## config.mk

```make
export PLATFORM = sky130hd
export DESIGN_NAME = pxs_ball_ctrl
export DESIGN_NICKNAME = d
export VERILOG_FILES = /design/src/rtl/pxs_ball_ctrl.sv
export SDC_FILE = /design/constraint.sdc
export NUM_CORES = 1
export LEC_CHECK = 0
export BUFFER_PORTS_ARGS = -buffer_cell sky130_fd_sc_hd__buf_2
export CORE_MARGIN = 4
export CORE_UTILIZATION = 45
export CTS_CLUSTER_SIZE = 24
export DETAILED_ROUTE_END_ITERATION = 12
export PLACE_DENSITY = 0.67
export SLEW_MARGIN = 25
export SYNTH_ARGS = -nofsm -noshare
export SYNTH_HDL_FRONTEND = slang
export SYNTH_SLANG_ARGS = --single-unit
```

## constraint.sdc

```tcl
create_clock -name px_clk -period 4.7 [get_ports px_clk]
set_input_delay 0.705 -clock px_clk [delete_from_list [all_inputs] [get_ports px_clk]]
set_output_delay 0.705 -clock px_clk [all_outputs]
set_load 0.1 [all_outputs]
```

## src/rtl/pxs_ball_ctrl.sv

```systemverilog
// Ball motion controller: sniffs frame timing from the pixel stream and moves/bounces the ball once per FRAME_DIV frames.
// Optional PXS_BALL_SPEEDUP_EN: each wall hit increments that axis's step (saturating at 15).
`ifndef XC
`define XC 25:16
`endif
`ifndef YC
`define YC 15:6
`endif

module pxs_ball_ctrl #(
   parameter int H_ACTIVE  = 640,
   parameter int V_ACTIVE  = 480,
   parameter int SIZE_BALL = 16,
   parameter int STEP_X    = 2,
   parameter int STEP_Y    = 2,
   parameter int X_INIT    = 312,
   parameter int Y_INIT    = 232,
   parameter int FRAME_DIV = 1
) (
   input  logic        px_clk,
   input  logic        reset,
   input  logic [25:0] RGBStr_i,
   input  logic        run,
   input  logic        restart,
   output logic [9:0]  x_ball,
   output logic [9:0]  y_ball,
   output logic        hit_x,
   output logic        hit_y
);

   localparam logic [1:0] S_WAIT  = 2'd0;
   localparam logic [1:0] S_UPD_X = 2'd1;
   localparam logic [1:0] S_UPD_Y = 2'd2;

   localparam logic [10:0] MAX_X   = 11'(H_ACTIVE - SIZE_BALL);
   localparam logic [10:0] MAX_Y   = 11'(V_ACTIVE - SIZE_BALL);
   localparam logic [9:0]  X_START = 10'(X_INIT);
   localparam logic [9:0]  Y_START = 10'(Y_INIT);
   localparam logic [7:0]  DIV_TOP = 8'(FRAME_DIV - 1);

   logic [1:0]  state;
   logic [7:0]  div;
   logic        dir_x, dir_y;          // 0 = moving +, 1 = moving -
   logic        frame_eq, frame_eq_d;
   logic        tick;
   logic [3:0]  step_x, step_y;
   logic [10:0] x_sum, y_sum;
   logic        x_hi, x_lo, y_hi, y_lo;
   logic        unused_rgb;

   assign unused_rgb = ^RGBStr_i[5:0];
   assign tick       = frame_eq & ~frame_eq_d;

   assign x_sum = {1'b0, x_ball} + {7'd0, step_x};
   assign y_sum = {1'b0, y_ball} + {7'd0, step_y};
   assign x_hi  = x_sum >= MAX_X;
   assign y_hi  = y_sum >= MAX_Y;
   assign x_lo  = {1'b0, x_ball} <= {7'd0, step_x};
   assign y_lo  = {1'b0, y_ball} <= {7'd0, step_y};

`ifndef PXS_BALL_SPEEDUP_EN
   assign step_x = 4'(STEP_X);
   assign step_y = 4'(STEP_Y);
`endif

   always_ff @(posedge px_clk or posedge reset) begin
      if (reset) begin
         state      <= S_WAIT;
         div        <= 8'd0;
         x_ball     <= X_START;
         y_ball     <= Y_START;
         dir_x      <= 1'b0;
         dir_y      <= 1'b0;
         hit_x      <= 1'b0;
         hit_y      <= 1'b0;
         frame_eq   <= 1'b0;
         frame_eq_d <= 1'b0;
`ifdef PXS_BALL_SPEEDUP_EN
         step_x     <= 4'(STEP_X);
         step_y     <= 4'(STEP_Y);
`endif
      end else begin
         frame_eq   <= (RGBStr_i[`XC] == 10'd0) && (RGBStr_i[`YC] == 10'(V_ACTIVE));
         frame_eq_d <= frame_eq;
         hit_x      <= 1'b0;
         hit_y      <= 1'b0;
         if (restart) begin
            state  <= S_WAIT;
            div    <= 8'd0;
            x_ball <= X_START;
            y_ball <= Y_START;
            dir_x  <= 1'b0;
            dir_y  <= 1'b0;
`ifdef PXS_BALL_SPEEDUP_EN
            step_x <= 4'(STEP_X);
            step_y <= 4'(STEP_Y);
`endif
         end else begin
            case (state)
               S_WAIT: begin
                  if (tick && run) begin
                     if (div == DIV_TOP) begin
                        div   <= 8'd0;
                        state <= S_UPD_X;
                     end else begin
                        div <= div + 8'd1;
                     end
                  end
               end
               S_UPD_X: begin
                  state <= S_UPD_Y;
                  if (!dir_x) begin
                     x_ball <= x_hi ? MAX_X[9:0] : x_sum[9:0];
                     dir_x  <= x_hi;
                     hit_x  <= x_hi;
                  end else begin
                     x_ball <= x_lo ? 10'd0 : x_ball - {6'd0, step_x};
                     dir_x  <= ~x_lo;
                     hit_x  <= x_lo;
                  end
`ifdef PXS_BALL_SPEEDUP_EN
                  if ((dir_x ? x_lo : x_hi) && step_x != 4'd15)
                     step_x <= step_x + 4'd1;
`endif
               end
               S_UPD_Y: begin
                  state <= S_WAIT;
                  if (!dir_y) begin
                     y_ball <= y_hi ? MAX_Y[9:0] : y_sum[9:0];
                     dir_y  <= y_hi;
                     hit_y  <= y_hi;
                  end else begin
                     y_ball <= y_lo ? 10'd0 : y_ball - {6'd0, step_y};
                     dir_y  <= ~y_lo;
                     hit_y  <= y_lo;
                  end
`ifdef PXS_BALL_SPEEDUP_EN
                  if ((dir_y ? y_lo : y_hi) && step_y != 4'd15)
                     step_y <= step_y + 4'd1;
`endif
               end
               default: state <= S_WAIT;
            endcase
         end
      end
   end

endmodule
```

; Yosys cells after proc, flatten, opt, wreduce, memory -nomap -nowiden
; Index checks and enable logic that the tools add are counted.
[totals]
reg_bits = 36
[classes]
eq_ne = 5
muxes = 30
n_addsub = 5
reduce_logical = 11
bitwise = 4
magnitude_cmp = 4
[ops]
columns = op, count
row1 = 2-to-1 mux 10 bit, 10
row2 = 2-to-1 mux 8 bit, 4
row3 = adder 10 x 2 -> 11 bit (second input constant), 2
row4 = less-or-equal comparator 10 x 2 -> 1 bit (second input constant), 2
row5 = subtractor 10 x 2 -> 10 bit (second input constant), 2
row6 = 2-to-1 mux 1 bit, 12
row7 = >= comparator 11 x 10 -> 1 bit (second input constant), 1
row8 = >= comparator 11 x 9 -> 1 bit (second input constant), 1
row9 = equality test 10 x 9 -> 1 bit (second input constant), 1
row10 = zero test 10 bit, 1
row11 = adder 8 x 1 -> 8 bit (second input constant), 1
row12 = zero test 8 bit, 1
row13 = nonzero test 2 bit, 4
row14 = 2-to-1 mux 2 bit, 3
row15 = != test 3 bit (second input constant), 2
row16 = one-hot mux 2 bit (2 select lines), 1
row17 = AND reduction 2 bit, 2
row18 = NOT 1 bit, 3
row19 = equality test 2 x 1 -> 1 bit (second input constant), 1
row20 = equality test 2 bit (second input constant), 1
row21 = logical AND 1 bit, 2
row22 = zero test 2 bit, 1
row23 = bitwise AND 1 bit, 1

; Longest topological paths before layout
; Gate-level depths: netlist (run 1).
[depth]
depth_word = 6
ltp_mapped = 9
mapped_depth_nobuf = 8

; Worst setup path before layout (run 1)
; Ideal clock, no wire load.
[synth_path]
kind = reg-to-reg
startpoint = reg y_ball[1]
endpoint = reg y_ball[8]
n_path_buf = 0
synth_period_minus_slack_ns = 2.684
slack_ns = 2.016
arrival_time_ns = 2.558
setup_ns = 0.126
path_stages_with_launch = 8
cell_sequence = dfrtp_1 ha_1 and4_1 a21boi_1 o221a_2 nor2_4 o41ai_1 a221o_1
[synth_via]
elab_chain_len = 6
word_cells_on_any_way = 9
[synth_lines]
columns = item, line
row1 = start: declaration, 26  ; output logic [9:0] y_ball,
row2 = start signal: assignment, 129  ; y_ball <= y_hi ? MAX_Y[9:0] : y_sum[9:0];
row3 = start signal: assignment, 133  ; y_ball <= y_lo ? 10'd0 : y_ball - {6'd0, step_y};
row4 = adder 10 x 2 -> 11 bit, 55  ; assign y_sum = {1'b0, y_ball} + {7'd0, step_y};
row5 = >= comparator 11 x 9 -> 1 bit, 57  ; assign y_hi = y_sum >= MAX_Y;
row6 = 2-to-1 mux 10 bit, 129
row7 = 2-to-1 mux 10 bit (*), 128  ; if (!dir_y) begin
row8 = 2-to-1 mux 10 bit (*), 99  ; case (state)
row9 = 2-to-1 mux 10 bit (*), 87  ; if (restart) begin
; Every way passes the cells marked *; elsewhere a longest branch is shown, timed or not. The select of a mux whose other input is x is not followed.
; A chain may end at the register's enable or synchronous reset.

; Worst setup path after layout (run 1)
[layout_path]
startpoint = reg x_ball[1]
endpoint = reg x_ball[6]
[layout_via]
elab_chain_len = 6
word_cells_on_any_way = 9
[layout_lines]
columns = item, line
row1 = start: declaration, 25  ; output logic [9:0] x_ball,
row2 = start signal: assignment, 113  ; x_ball <= x_hi ? MAX_X[9:0] : x_sum[9:0];
row3 = start signal: assignment, 117  ; x_ball <= x_lo ? 10'd0 : x_ball - {6'd0, step_x};
row4 = adder 10 x 2 -> 11 bit, 54  ; assign x_sum = {1'b0, x_ball} + {7'd0, step_x};
row5 = >= comparator 11 x 10 -> 1 bit, 56  ; assign x_hi = x_sum >= MAX_X;
row6 = 2-to-1 mux 10 bit, 113
row7 = 2-to-1 mux 10 bit (*), 112  ; if (!dir_x) begin
row8 = 2-to-1 mux 10 bit (*), 99
row9 = 2-to-1 mux 10 bit (*), 87
; Marks and branches as above.

==> impl_metrics.xml, run 1 <==
<?xml version="1.0" encoding="UTF-8"?>
<metrics>
  <group name="floorplanning">
    <metric name="die_area" unit="mm²">0.00705</metric>
    <metric name="pin_count" unit="">52</metric>
    <metric name="standard_cell_core_area" unit="mm²">0.00554</metric>
    <metric name="fp.dieH" unit="µm">84.0</metric>
    <metric name="start_util" unit="%">46.9</metric>
    <metric name="placement_rows" unit="">27</metric>
    <metric name="die_width" unit="µm">84.0</metric>
  </group>
  <group name="synthesis">
    <metric name="ys_seq_elements" unit="">34</metric>
    <metric name="synth.largest_area_cell" unit="">sky130_fd_sc_hd__dfrtp_1</metric>
    <metric name="number_of_cells_produced_by_synthesis" unit="">312</metric>
    <metric name="synthDominantCellAreaShare" unit="%">25.1</metric>
    <metric name="asyncSetResetFlopFracSynth" unit="%">100</metric>
    <metric name="synth-seq-area-share" unit="%">33.2</metric>
    <metric name="synth-warning-count" unit="">0</metric>
    <metric name="dominantRegCellSynth" unit="">sky130_fd_sc_hd__dfrtp_1</metric>
    <metric name="postSynthAreaPerCell" unit="µm²">8.32</metric>
    <metric name="ys_top_cells_by_area" unit="">sky130_fd_sc_hd__dfrtp_1, sky130_fd_sc_hd__dfstp_2, sky130_fd_sc_hd__nand2_1</metric>
    <metric name="synth_enable_flop_cells" unit="">0</metric>
    <metric name="synth_cell_type_count" unit="">69</metric>
    <metric name="synth_area" unit="mm²">0.00260</metric>
  </group>
  <group name="clock_tree">
    <metric name="cts_root_buf" unit="">sky130_fd_sc_hd__clkbuf_8</metric>
    <metric name="numClockSinks" unit="">34</metric>
    <metric name="cts_repair_resize_count" unit="">0</metric>
    <metric name="worst_setup_hold_path_clk_slew" unit="ps">70</metric>
    <metric name="tritoncts" unit="">built</metric>
    <metric name="postCtsSetupRepairBufs" unit="">0</metric>
    <metric name="cts-buffers-inserted" unit="">5</metric>
    <metric name="cts_hold_repair.buffers" unit="">0</metric>
    <metric name="clock_tree.htree_level_count" unit="">2</metric>
    <metric name="clock_latency" unit="ps">280</metric>
    <metric name="cts-root-to-sink-buffers" unit="">2</metric>
  </group>
  <group name="worst_hold_path">
    <metric name="hold_path_startpoint" unit="">frame_eq</metric>
    <metric name="hp-class" unit="">flip-flop to flip-flop</metric>
    <metric name="hold_end" unit="">frame_eq_d</metric>
    <metric name="hold_depth" unit="">0</metric>
  </group>
  <group name="grt">
    <metric name="number_of_antenna_violations_at_the_first_check_in_global_routing" unit="">0</metric>
    <metric name="grt_start_max_net_pins" unit="">35</metric>
    <metric name="grt_pass1_wl" unit="µm">11000</metric>
    <metric name="via_count_of_the_first_global_routing_pass" unit="">2277</metric>
    <metric name="grt_overflow_total" unit="">0</metric>
    <metric name="track_usage" unit="%">18.8</metric>
  </group>
  <group name="worst_setup_path">
    <metric name="ff2ff_path_depth" unit="">7</metric>
    <metric name="worstSetupPathType" unit="">flip-flop to flip-flop</metric>
    <metric name="cpMaxStageDelayCell" unit="">sky130_fd_sc_hd__dfrtp_1</metric>
    <metric name="critPathRequiredTime" unit="ps">4870</metric>
    <metric name="timing.rr.start" unit="">x_ball[1]</metric>
    <metric name="worstSetupStartpoint" unit="">x_ball[1]</metric>
    <metric name="critical_path.max_stage_delay" unit="ps">560</metric>
    <metric name="r2r_slack" unit="ps">2330</metric>
    <metric name="critPathArrivalTime" unit="ps">2540</metric>
    <metric name="r2r_end" unit="">x_ball[6]</metric>
    <metric name="cp-end-kind" unit="">flip-flop</metric>
    <metric name="timing.critical_path.fanout_max" unit="">12</metric>
    <metric name="crit_path_start_kind" unit="">flip-flop</metric>
    <metric name="timing.critical_path.cells" unit="">ha_1 -&gt; nand4_1 -&gt; o21a_1 -&gt; o31ai_1 -&gt; o21a_2 -&gt; o21ai_1 -&gt; a32o_1</metric>
  </group>
  <group name="layout">
    <metric name="multiInputGateArea" unit="mm²">0.00159</metric>
    <metric name="final_common_cell" unit="">sky130_fd_sc_hd__buf_2</metric>
    <metric name="post_route_cells_drive_above_1_share" unit="%">21.4</metric>
    <metric name="num-fill-cells" unit="">552</metric>
    <metric name="mostFrequentLayoutCells" unit="">sky130_fd_sc_hd__buf_2, sky130_fd_sc_hd__nand2_1, sky130_fd_sc_hd__nor2_1, sky130_fd_sc_hd__dfrtp_1, sky130_fd_sc_hd__a21oi_1</metric>
    <metric name="area.growth.synth_to_final" unit="%">12.5</metric>
    <metric name="layout.area.seq" unit="µm²">861</metric>
    <metric name="final_nets" unit="">382</metric>
    <metric name="diodes" unit="">0</metric>
  </group>
  <group name="sta">
    <metric name="worst_pin_slew" unit="ps">799</metric>
    <metric name="slew-limit-headroom" unit="%">46.8</metric>
    <metric name="hold_violations" unit="">0</metric>
    <metric name="rsz0062_at_grt" unit="">no</metric>
    <metric name="finalClockSkew" unit="ps">4.98</metric>
    <metric name="setup_viol_count_final" unit="">0</metric>
    <metric name="min_period_over_period" unit="%">50.5</metric>
    <metric name="fin_worst_setup_slack" unit="ps">2330</metric>
    <metric name="min_clock_period_post_route" unit="ps">2370</metric>
    <metric name="finalSetupTns" unit="ps">0</metric>
    <metric name="final_number_of_max_transition_violations" unit="">0</metric>
    <metric name="timing.fmax" unit="GHz">0.422</metric>
  </group>
  <group name="drt">
    <metric name="wire_per_inst" unit="µm">15.5</metric>
    <metric name="drcViolationCount" unit="">0</metric>
    <metric name="num_vias" unit="">2473</metric>
    <metric name="finalWirelength" unit="µm">6450</metric>
    <metric name="post_drt_via_cell_ratio" unit="">5.93</metric>
    <metric name="drt-initial-drc-count" unit="">153</metric>
    <metric name="ant_nets" unit="">0</metric>
    <metric name="dr.pass1.iters" unit="">4</metric>
  </group>
  <group name="placement">
    <metric name="detailed_place_hpwl" unit="µm">4610</metric>
    <metric name="buffer_ports.inserted" unit="">43</metric>
    <metric name="gp_congestion" unit="">0.864</metric>
    <metric name="post-place-ws" unit="ps">2200</metric>
  </group>
  <group name="power">
    <metric name="cellLeakagePower" unit="nW">1.20</metric>
    <metric name="highest_ir_drop_seen_on_vdd" unit="V">0.000215</metric>
    <metric name="pwr_dens" unit="mW/mm²">197</metric>
  </group>
  <group name="outcome">
    <metric name="run_status" unit="">finished clean</metric>
  </group>
  <group name="flow_run">
    <metric name="max_cap_viol_count" unit="">0</metric>
  </group>
</metrics>
flip-flops by register name, summed over array words and instances (netlist names):
register	cells
dir_x	1
dir_y	1
div	8
frame_eq	1
frame_eq_d	1
hit_x	1
hit_y	1
state	2
x_ball	9
y_ball	9
worst max path at each step:
stage / endpoint / slack (ps) / cells past startpoint
2_1_floorplan: y_ball[8] / 2020 / 7
3_3_place_gp: x_ball[4] / 2240 / 8
3_5_place_dp: x_ball[4] / 2200 / 8
4_1_cts: x_ball[6] / 2330 / 7
5_1_grt: x_ball[6] / 2200 / 7
6_report: x_ball[6] / 2330 / 7
critical path: cells and delay by family, from the launching register on:
kind / cells / cell delay (ps)
simple gates: 1 / 240
flops: 1 / 560
compound gates: 5 / 1110
fa+ha+maj: 1 / 340
kinds of logic after synthesis:
logic type      after synthesis  synth area share (%)
other cells                   1                 0.144
simple gates                129                  27.1
xor+xnor                     10                  3.37
mux                           3                  1.20
flops                        34                  33.2
fa+ha+maj                     8                  3.86
compound gates               95                  25.5
buf+inv                      32                  5.69
report_power, final:
| part | internal [mW] | switching [mW] | total [mW] | leakage (nW) |
|---|---|---|---|---|
| Clock | 0.148 | 0.103 | 0.251 | 0.0575 |
| Combinational | 0.0103 | 0.0219 | 0.0322 | 0.700 |
| Sequential | 0.293 | 0.0000000776 | 0.293 | 0.448 |
| Total | 0.451 | 0.125 | 0.576 | 1.20 |
final cells by class:
class                   instances  area share (%)
multi-input cells             247            54.5
flip-flops and latches         34            29.5
repair buffers                 44            7.63
clock buffers                   8            3.77
well taps                      72            3.08
inverters                      12            1.54
per-stage QoR:
stage	std cells	total power [mW]	hold WS (ps)	cell area, µm²	utilization, %
finish	417	0.576	424	2920	52.7
global route	417	0.605	439	2920	52.7
CTS	417	0.588	416	2920	52.7
detailed placement	409	0.331	400	2810	50.7
global placement	409	0.330	389	2810	50.7
floorplan	313	0.318	354	2600	-
synthesized netlist by cell type, types with 3 or more instances:
cell / instances
sky130_fd_sc_hd__nand2_1: 31
sky130_fd_sc_hd__dfrtp_1: 26
sky130_fd_sc_hd__nor2_1: 26
sky130_fd_sc_hd__a21oi_1: 17
sky130_fd_sc_hd__o21ai_0: 16
sky130_fd_sc_hd__inv_1: 12
sky130_fd_sc_hd__nor3_1: 11
sky130_fd_sc_hd__o21ai_1: 11
sky130_fd_sc_hd__buf_2: 10
sky130_fd_sc_hd__dfstp_2: 8
sky130_fd_sc_hd__ha_1: 8
sky130_fd_sc_hd__nand2b_1: 8
sky130_fd_sc_hd__nand3_1: 8
sky130_fd_sc_hd__nor4_1: 7
sky130_fd_sc_hd__xnor2_1: 7
sky130_fd_sc_hd__a31oi_1: 6
sky130_fd_sc_hd__clkbuf_1: 6
sky130_fd_sc_hd__a211oi_1: 5
sky130_fd_sc_hd__and3_1: 5
sky130_fd_sc_hd__nand4_1: 5
sky130_fd_sc_hd__and2_1: 4
sky130_fd_sc_hd__buf_4: 4
sky130_fd_sc_hd__nor2b_1: 4
sky130_fd_sc_hd__a21o_1: 3
sky130_fd_sc_hd__and4_1: 3
sky130_fd_sc_hd__o31ai_1: 3
sky130_fd_sc_hd__o41ai_1: 3
sky130_fd_sc_hd__xor2_1: 3
routing by layer:
| layer | track usage, % | vias up | part of all wire, % |
|---|---|---|---|
| li1 | - | 1218 | - |
| met1 | 26.6 | 1187 | 48 |
| met2 | 28.9 | 66 | 46 |
| met3 | 3.95 | 2 | 5.2 |
| met4 | 5.41 | 0 | 0.39 |
| met5 | 0 | - | 0 |
Note: power is estimated with default switching activity, not from simulation.
==> run 2: changes to the inputs <==
Settings changed: ABC_AREA set to 1, PLACE_DENSITY 0.67 to 0.7.
Clock period 4.7 ns to 2.1 ns, I/O delays scaled along.
==> impl_metrics.xml, run 2 <==
<?xml version="1.0" encoding="UTF-8"?>
<metrics>
  <group name="outcome">
    <metric name="run_status" unit="">finished clean</metric>
  </group>
  <group name="power">
    <metric name="cellLeakagePower" unit="nW">1.37</metric>
    <metric name="pwr_dens" unit="mW/mm²">450</metric>
    <metric name="highest_ir_drop_seen_on_vdd" unit="V">0.000335</metric>
  </group>
  <group name="drt">
    <metric name="wire_per_inst" unit="µm">13.0</metric>
    <metric name="num_vias" unit="">2471</metric>
    <metric name="post_drt_via_cell_ratio" unit="">5.30</metric>
    <metric name="drcViolationCount" unit="">0</metric>
    <metric name="finalWirelength" unit="µm">6050</metric>
    <metric name="drt-initial-drc-count" unit="">149</metric>
    <metric name="ant_nets" unit="">0</metric>
    <metric name="dr.pass1.iters" unit="">5</metric>
  </group>
  <group name="sta">
    <metric name="finalClockSkew" unit="ps">10.2</metric>
    <metric name="hold_violations" unit="">0</metric>
    <metric name="worst_pin_slew" unit="ps">508</metric>
    <metric name="timing.fmax" unit="GHz">0.537</metric>
    <metric name="finalSetupTns" unit="ps">0</metric>
    <metric name="min_clock_period_post_route" unit="ps">1860</metric>
    <metric name="setup_viol_count_final" unit="">0</metric>
    <metric name="min_period_over_period" unit="%">88.6</metric>
    <metric name="rsz0062_at_grt" unit="">no</metric>
    <metric name="slew-limit-headroom" unit="%">66.0</metric>
    <metric name="final_number_of_max_transition_violations" unit="">0</metric>
    <metric name="fin_worst_setup_slack" unit="ps">239</metric>
  </group>
  <group name="layout">
    <metric name="diodes" unit="">0</metric>
    <metric name="multiInputGateArea" unit="mm²">0.00135</metric>
    <metric name="final_common_cell" unit="">sky130_fd_sc_hd__nand2_1</metric>
    <metric name="num-fill-cells" unit="">505</metric>
    <metric name="area.growth.synth_to_final" unit="%">15.9</metric>
    <metric name="final_nets" unit="">433</metric>
    <metric name="final_design_area_no_fill" unit="mm²">0.00283</metric>
    <metric name="layout.area.seq" unit="µm²">870</metric>
    <metric name="top_regs" unit="">x_ball: 9 flops, y_ball: 9 flops, div: 8 flops</metric>
    <metric name="mostFrequentLayoutCells" unit="">sky130_fd_sc_hd__nand2_1, sky130_fd_sc_hd__inv_1, sky130_fd_sc_hd__nor2_1</metric>
    <metric name="post_route_cells_drive_above_1_share" unit="%">20.2</metric>
  </group>
  <group name="placement">
    <metric name="buffer_ports.inserted" unit="">43</metric>
    <metric name="standard_cell_area_after_detailed_placement" unit="mm²">0.00273</metric>
    <metric name="post-place-ws" unit="ps">275</metric>
    <metric name="detailed_place_hpwl" unit="µm">4660</metric>
    <metric name="gp_congestion" unit="">0.952</metric>
  </group>
  <group name="clock_tree">
    <metric name="cts_hold_repair.buffers" unit="">0</metric>
    <metric name="clock_latency" unit="ps">290</metric>
    <metric name="cts_root_buf" unit="">sky130_fd_sc_hd__clkbuf_8</metric>
    <metric name="worst_setup_hold_path_clk_slew" unit="ps">80</metric>
    <metric name="cts-root-to-sink-buffers" unit="">2</metric>
    <metric name="tritoncts" unit="">built</metric>
    <metric name="cts-buffers-inserted" unit="">5</metric>
    <metric name="clock_tree.htree_level_count" unit="">2</metric>
    <metric name="postCtsSetupRepairBufs" unit="">0</metric>
    <metric name="cts_repair_resize_count" unit="">0</metric>
    <metric name="numClockSinks" unit="">34</metric>
  </group>
  <group name="floorplanning">
    <metric name="fp.dieH" unit="µm">81.6</metric>
    <metric name="pin_count" unit="">52</metric>
    <metric name="placement_rows" unit="">26</metric>
    <metric name="standard_cell_core_area" unit="mm²">0.00517</metric>
    <metric name="die_width" unit="µm">81.6</metric>
    <metric name="start_util" unit="%">47.2</metric>
    <metric name="die_area" unit="mm²">0.00666</metric>
  </group>
  <group name="synthesis">
    <metric name="synth_most_common_cell" unit="">sky130_fd_sc_hd__nand2_1</metric>
    <metric name="synth_area" unit="mm²">0.00244</metric>
    <metric name="synth_cell_type_count" unit="">35</metric>
    <metric name="synth-warning-count" unit="">0</metric>
    <metric name="ys_seq_elements" unit="">34</metric>
    <metric name="synth.largest_area_cell" unit="">sky130_fd_sc_hd__dfrtp_1</metric>
    <metric name="synthDominantCellAreaShare" unit="%">26.7</metric>
    <metric name="asyncSetResetFlopFracSynth" unit="%">100</metric>
    <metric name="synth_enable_flop_cells" unit="">0</metric>
    <metric name="post_synth_mux_area_share" unit="%">0</metric>
    <metric name="ys_top_cells_by_area" unit="">sky130_fd_sc_hd__dfrtp_1, sky130_fd_sc_hd__nand2_1, sky130_fd_sc_hd__dfstp_2</metric>
    <metric name="most_numerous_cell_types_in_the_synthesized_netlist" unit="">sky130_fd_sc_hd__nand2_1, sky130_fd_sc_hd__inv_1, sky130_fd_sc_hd__nor2_1, sky130_fd_sc_hd__dfrtp_1, sky130_fd_sc_hd__nand3_1</metric>
    <metric name="synth_area_in_compound_gates" unit="%">12.5</metric>
    <metric name="post_synth_fa_ha_maj_area_fraction" unit="%">4.10</metric>
    <metric name="synth_simple_gate_area_share" unit="%">32.6</metric>
    <metric name="synth-seq-area-share" unit="%">35.3</metric>
    <metric name="postSynthAreaPerCell" unit="µm²">6.99</metric>
    <metric name="synth_xor_area_share" unit="%">5.74</metric>
    <metric name="largest_family_of_logic_cells_by_synthesized_area" unit="">simple AND/OR/NAND/NOR gates</metric>
    <metric name="dominantRegCellSynth" unit="">sky130_fd_sc_hd__dfrtp_1</metric>
    <metric name="number_of_cells_produced_by_synthesis" unit="">349</metric>
  </group>
  <group name="worst_setup_path">
    <metric name="r2r_end" unit="">y_ball[1]</metric>
    <metric name="r2r_slack" unit="ps">240</metric>
    <metric name="timing.critical_path.cells" unit="">ha_1 -&gt; nand2_1 -&gt; inv_1 -&gt; o21ai_0 -&gt; nor2_1 -&gt; nor2_1 -&gt; nand3_2 -&gt; nand2_2 -&gt; nand2_1 -&gt; nand3_1 -&gt; nand2_1</metric>
    <metric name="crit_path_start_kind" unit="">flip-flop</metric>
    <metric name="timing.rr.start" unit="">y_ball[1]</metric>
    <metric name="ff2ff_path_depth" unit="">11</metric>
    <metric name="critPathRequiredTime" unit="ps">2270</metric>
    <metric name="critical_path.max_stage_delay" unit="ps">450</metric>
    <metric name="critPathArrivalTime" unit="ps">2030</metric>
    <metric name="critPathMostFrequentCell" unit="">sky130_fd_sc_hd__nand2_1</metric>
    <metric name="cp-end-kind" unit="">flip-flop</metric>
    <metric name="worstSetupPathType" unit="">flip-flop to flip-flop</metric>
    <metric name="timing.critical_path.fanout_max" unit="">7</metric>
    <metric name="cpMaxStageDelayCell" unit="">sky130_fd_sc_hd__dfrtp_2</metric>
  </group>
  <group name="grt">
    <metric name="via_count_of_the_first_global_routing_pass" unit="">2311</metric>
    <metric name="grt_pass1_wl" unit="µm">10300</metric>
    <metric name="grt_start_max_net_pins" unit="">35</metric>
    <metric name="track_usage" unit="%">19.7</metric>
    <metric name="grt_overflow_total" unit="">0</metric>
    <metric name="number_of_antenna_violations_at_the_first_check_in_global_routing" unit="">0</metric>
  </group>
  <group name="worst_hold_path">
    <metric name="hp-class" unit="">primary input to asynchronous set/reset pin</metric>
  </group>
  <group name="flow_run">
    <metric name="max_cap_viol_count" unit="">0</metric>
  </group>
</metrics>
## run 2: cell count changes in the layout (fill, tap and decap cells not counted), sizes merged, moves of 5 or more
| cell | previous run | this run |
|---|---|---|
| xnor2 | 7 | 1 |
| nand3 | 8 | 28 |
| and3 | 5 | 0 |
| nor2 | 27 | 47 |
| nor4 | 9 | 4 |
| nand2b | 8 | 0 |
| inv | 12 | 52 |
| nand2 | 31 | 76 |
| xor2 | 3 | 15 |
## run 2: per-layer routing
metal  track usage, %  wire [µm]  share of wire, %  vias to the layer above
met5                0          0                 0                        -
met4             6.15         99               1.6                        0
met3             3.62        413               6.8                       11
met2             34.0       2860                47                       92
met1             25.0       2680                44                     1141
li1                 -          -                 -                     1227
## run 2: critical path, delay by kind of cell, from the launching register on
family	cells	cell delay, ps
AND/OR/NAND/NOR	8	780
flip-flops	1	450
AO/OA/AOI/OAI	1	240
adder cells (fa/ha/maj)	1	230
buffers and inverters	1	60
## run 2: cells by family after synthesis
group / after synthesis
AND/OR/NAND/NOR: 177
buffers and inverters: 59
AO/OA/AOI/OAI: 54
flip-flops: 34
XOR/XNOR: 16
adder cells (fa/ha/maj): 8
other: 1
## run 2: how the worst max path moves through the flow
stage | from | to | cells after the start | slack [ps]
2_1_floorplan | x_ball[4] | x_ball[3] | 13 | 10
3_3_place_gp | y_ball[1] | y_ball[1] | 11 | 310
3_5_place_dp | x_ball[3] | x_ball[3] | 11 | 280
4_1_cts | x_ball[3] | x_ball[3] | 11 | 260
5_1_grt | x_ball[3] | x_ball[8] | 12 | 90
6_report | y_ball[1] | y_ball[1] | 11 | 240
## run 2: metrics by stage
stage                     hold slack (ps)  utilization, %  power (mW)  std cells
after global placement                361            52.8       0.774        458
after CTS                             123            54.6        1.29        466
after global routing                  175            54.7        1.32        466
after floorplan                       354               -       0.741        350
final                                 107            54.7        1.27        466
after detailed placement              366            52.8       0.775        458
## run 2: final cells by class
class                      instances  area share (%)
sequential                        34            30.8
multi-input combinational        257            47.7
timing repair buffer              45            8.14
tap                               70            3.10
inverter                          52            6.90
clock buffer                       6            2.92
clock inverter                     2           0.442
## run 2: report_power, final
part,internal (mW),total [mW],leakage (nW),switching [mW]
clock network,0.263,0.510,0.0472,0.247
registers,0.659,0.662,0.436,0.00334
logic,0.0260,0.0998,0.887,0.0738
==> run 3: changes to the inputs <==
Settings changed: SETUP_SLACK_MARGIN set to 0.5.
==> impl_metrics.xml, run 3 (synthesis gave the netlist of run 2 again) <==
<?xml version="1.0" encoding="UTF-8"?>
<metrics>
  <group name="clock_tree">
    <metric name="clock_tree.htree_level_count" unit="">2</metric>
    <metric name="cts_hold_repair.buffers" unit="">0</metric>
    <metric name="worst_setup_hold_path_clk_slew" unit="ps">80</metric>
    <metric name="tritoncts" unit="">built</metric>
    <metric name="clock_latency" unit="ps">290</metric>
    <metric name="cts_root_buf" unit="">sky130_fd_sc_hd__clkbuf_8</metric>
    <metric name="cts-buffers-inserted" unit="">5</metric>
    <metric name="numClockSinks" unit="">34</metric>
    <metric name="cts-root-to-sink-buffers" unit="">2</metric>
  </group>
  <group name="layout">
    <metric name="diodes" unit="">0</metric>
    <metric name="mostFrequentLayoutCells" unit="">sky130_fd_sc_hd__nand2_1, sky130_fd_sc_hd__inv_1, sky130_fd_sc_hd__nor2_1</metric>
    <metric name="post-route-util" unit="%">66.2</metric>
    <metric name="top_regs" unit="">x_ball: 9 flops, y_ball: 9 flops, div: 8 flops</metric>
    <metric name="area.growth.synth_to_final" unit="%">40.4</metric>
    <metric name="final_nets" unit="">461</metric>
    <metric name="final_common_cell" unit="">sky130_fd_sc_hd__nand2_1</metric>
    <metric name="num-fill-cells" unit="">412</metric>
    <metric name="post_route_cells_drive_above_1_share" unit="%">38.9</metric>
  </group>
  <group name="worst_setup_path">
    <metric name="crit_end" unit="">y_ball[2]</metric>
    <metric name="worstSetupPathType" unit="">flip-flop to flip-flop</metric>
    <metric name="timing.critical_path.fanout_max" unit="">7</metric>
    <metric name="critPathArrivalTime" unit="ps">1980</metric>
    <metric name="worstSetupStartpoint" unit="">y_ball[3]</metric>
    <metric name="cpMaxStageDelayCell" unit="">sky130_fd_sc_hd__dfstp_4</metric>
    <metric name="timing.rr.start" unit="">y_ball[3]</metric>
    <metric name="timing.critical_path.cells" unit="">nand3_4 -&gt; xor2_1 -&gt; nor2_1 -&gt; nor2_1 -&gt; nand3_2 -&gt; nand2_4 -&gt; nand2_1 -&gt; nand2_1 -&gt; o21ai_0</metric>
    <metric name="critPathRequiredTime" unit="ps">2260</metric>
    <metric name="r2r_slack" unit="ps">290</metric>
    <metric name="r2r_end" unit="">y_ball[2]</metric>
    <metric name="ff2ff_path_depth" unit="">9</metric>
    <metric name="cp.depth" unit="">9</metric>
    <metric name="critical_path.max_stage_delay" unit="ps">660</metric>
    <metric name="critical_path_buf_inv_count" unit="">0</metric>
    <metric name="cp-end-kind" unit="">flip-flop</metric>
    <metric name="crit_path_start_kind" unit="">flip-flop</metric>
    <metric name="timing.critical_path.max_delay_family" unit="">simple AND/OR/NAND/NOR gates</metric>
  </group>
  <group name="floorplanning">
    <metric name="start_util" unit="%">47.2</metric>
    <metric name="die_area" unit="mm²">0.00666</metric>
    <metric name="placement_rows" unit="">26</metric>
    <metric name="pin_count" unit="">52</metric>
    <metric name="standard_cell_core_area" unit="mm²">0.00517</metric>
    <metric name="fp.dieH" unit="µm">81.6</metric>
    <metric name="die_width" unit="µm">81.6</metric>
  </group>
  <group name="sta">
    <metric name="finalSetupTns" unit="ps">0</metric>
    <metric name="timing.fmax" unit="GHz">0.552</metric>
    <metric name="min_clock_period_post_route" unit="ps">1810</metric>
    <metric name="min_period_over_period" unit="%">86.3</metric>
    <metric name="hold_violations" unit="">0</metric>
    <metric name="rsz0062_at_grt" unit="">yes</metric>
    <metric name="setup_viol_count_final" unit="">0</metric>
    <metric name="final_number_of_max_transition_violations" unit="">0</metric>
    <metric name="finalClockSkew" unit="ps">9.36</metric>
  </group>
  <group name="drt">
    <metric name="wire_per_inst" unit="µm">13.7</metric>
    <metric name="drt-initial-drc-count" unit="">161</metric>
    <metric name="drcViolationCount" unit="">0</metric>
    <metric name="num_vias" unit="">2613</metric>
    <metric name="post_drt_via_cell_ratio" unit="">5.29</metric>
    <metric name="ant_nets" unit="">0</metric>
    <metric name="finalWirelength" unit="µm">6750</metric>
    <metric name="dr.pass1.iters" unit="">5</metric>
  </group>
  <group name="placement">
    <metric name="detailed_place_hpwl" unit="µm">4460</metric>
    <metric name="buffer_ports.inserted" unit="">43</metric>
    <metric name="gp_congestion" unit="">0.890</metric>
  </group>
  <group name="grt">
    <metric name="via_count_of_the_first_global_routing_pass" unit="">2324</metric>
    <metric name="grt_pass1_wl" unit="µm">10500</metric>
    <metric name="number_of_antenna_violations_at_the_first_check_in_global_routing" unit="">0</metric>
    <metric name="grt_start_max_net_pins" unit="">35</metric>
    <metric name="grt_overflow_total" unit="">0</metric>
    <metric name="track_usage" unit="%">20.2</metric>
  </group>
  <group name="worst_hold_path">
    <metric name="hp-class" unit="">primary input to asynchronous set/reset pin</metric>
  </group>
  <group name="power">
    <metric name="highest_ir_drop_seen_on_vdd" unit="V">0.000425</metric>
    <metric name="pwr_dens" unit="mW/mm²">402</metric>
    <metric name="cellLeakagePower" unit="nW">1.55</metric>
  </group>
  <group name="outcome">
    <metric name="run_status" unit="">finished clean</metric>
  </group>
  <group name="flow_run">
    <metric name="max_cap_viol_count" unit="">0</metric>
  </group>
</metrics>
-- run 3: cell count changes in the layout (fill, tap and decap cells not counted), sizes merged --
cell and delta:
buf +25, clkbuf +2, inv -2, clkinv +1
clkinvlp +1, bufinv +1
-- run 3: routing by layer --
layer / wire length [µm] / GRT usage [%]
met1: 2960 / 26.8
met5: 0 / 0
met3: 360 / 4.06
met4: 102 / 5.81
met2: 3330 / 33.6
-- run 3: worst min-delay path by stage --
stage	from	end	slack [ps]	cells past startpoint
final	reset	dir_y	110	3
after global routing	reset	dir_y	160	3
after floorplan	frame_eq	frame_eq_d	350	0
after CTS	reset	dir_y	120	3
after global placement	frame_eq	frame_eq_d	360	0
after detailed placement	frame_eq	frame_eq_d	370	0
-- run 3: cell type report --
type,count,area (µm²),area share (%)
Clock buffer,5,68.8,2.01
Clock inverter,3,40.0,1.17
Timing Repair Buffer,73,482,14.1
Sequential cell,34,916,26.7
Inverter,52,220,6.43
Multi-Input combinational cell,257,1610,47.0
Tap cell,70,87.6,2.56
-- run 3: repair_timing --
item,CTS,global route
pin swaps,13,13
resized for setup,36,37
endpoints found under the setup margin,29,33
setup buffers,17,11
-- run 3: through the flow --
step	instances	area, µm²	hold WS [ps]	total power, mW	setup slack (ps)
2_1_floorplan	350	2590	354	0.744	253
3_3_place_gp	458	2860	359	0.776	278
3_5_place_dp	458	2860	368	0.777	203
4_1_cts	483	3210	122	1.39	346
5_1_grt	494	3430	164	1.43	177
6_report	494	3430	109	1.38	288
-- run 3: worst reg2reg max path, stage by stage (launching register included) --
cell                      delay (ps)
sky130_fd_sc_hd__dfstp_4         660
sky130_fd_sc_hd__nand3_4         110
sky130_fd_sc_hd__xor2_1          220
sky130_fd_sc_hd__nor2_1           80
sky130_fd_sc_hd__nor2_1          130
sky130_fd_sc_hd__nand3_2         130
sky130_fd_sc_hd__nand2_4         170
sky130_fd_sc_hd__nand2_1          70
sky130_fd_sc_hd__nand2_1          50
sky130_fd_sc_hd__o21ai_0          70
-- run 3: power by group --
part	switching, mW	internal, mW
Sequential	0.00490	0.659
Combinational	0.0787	0.0333
Clock	0.252	0.349
Total	0.336	1.04
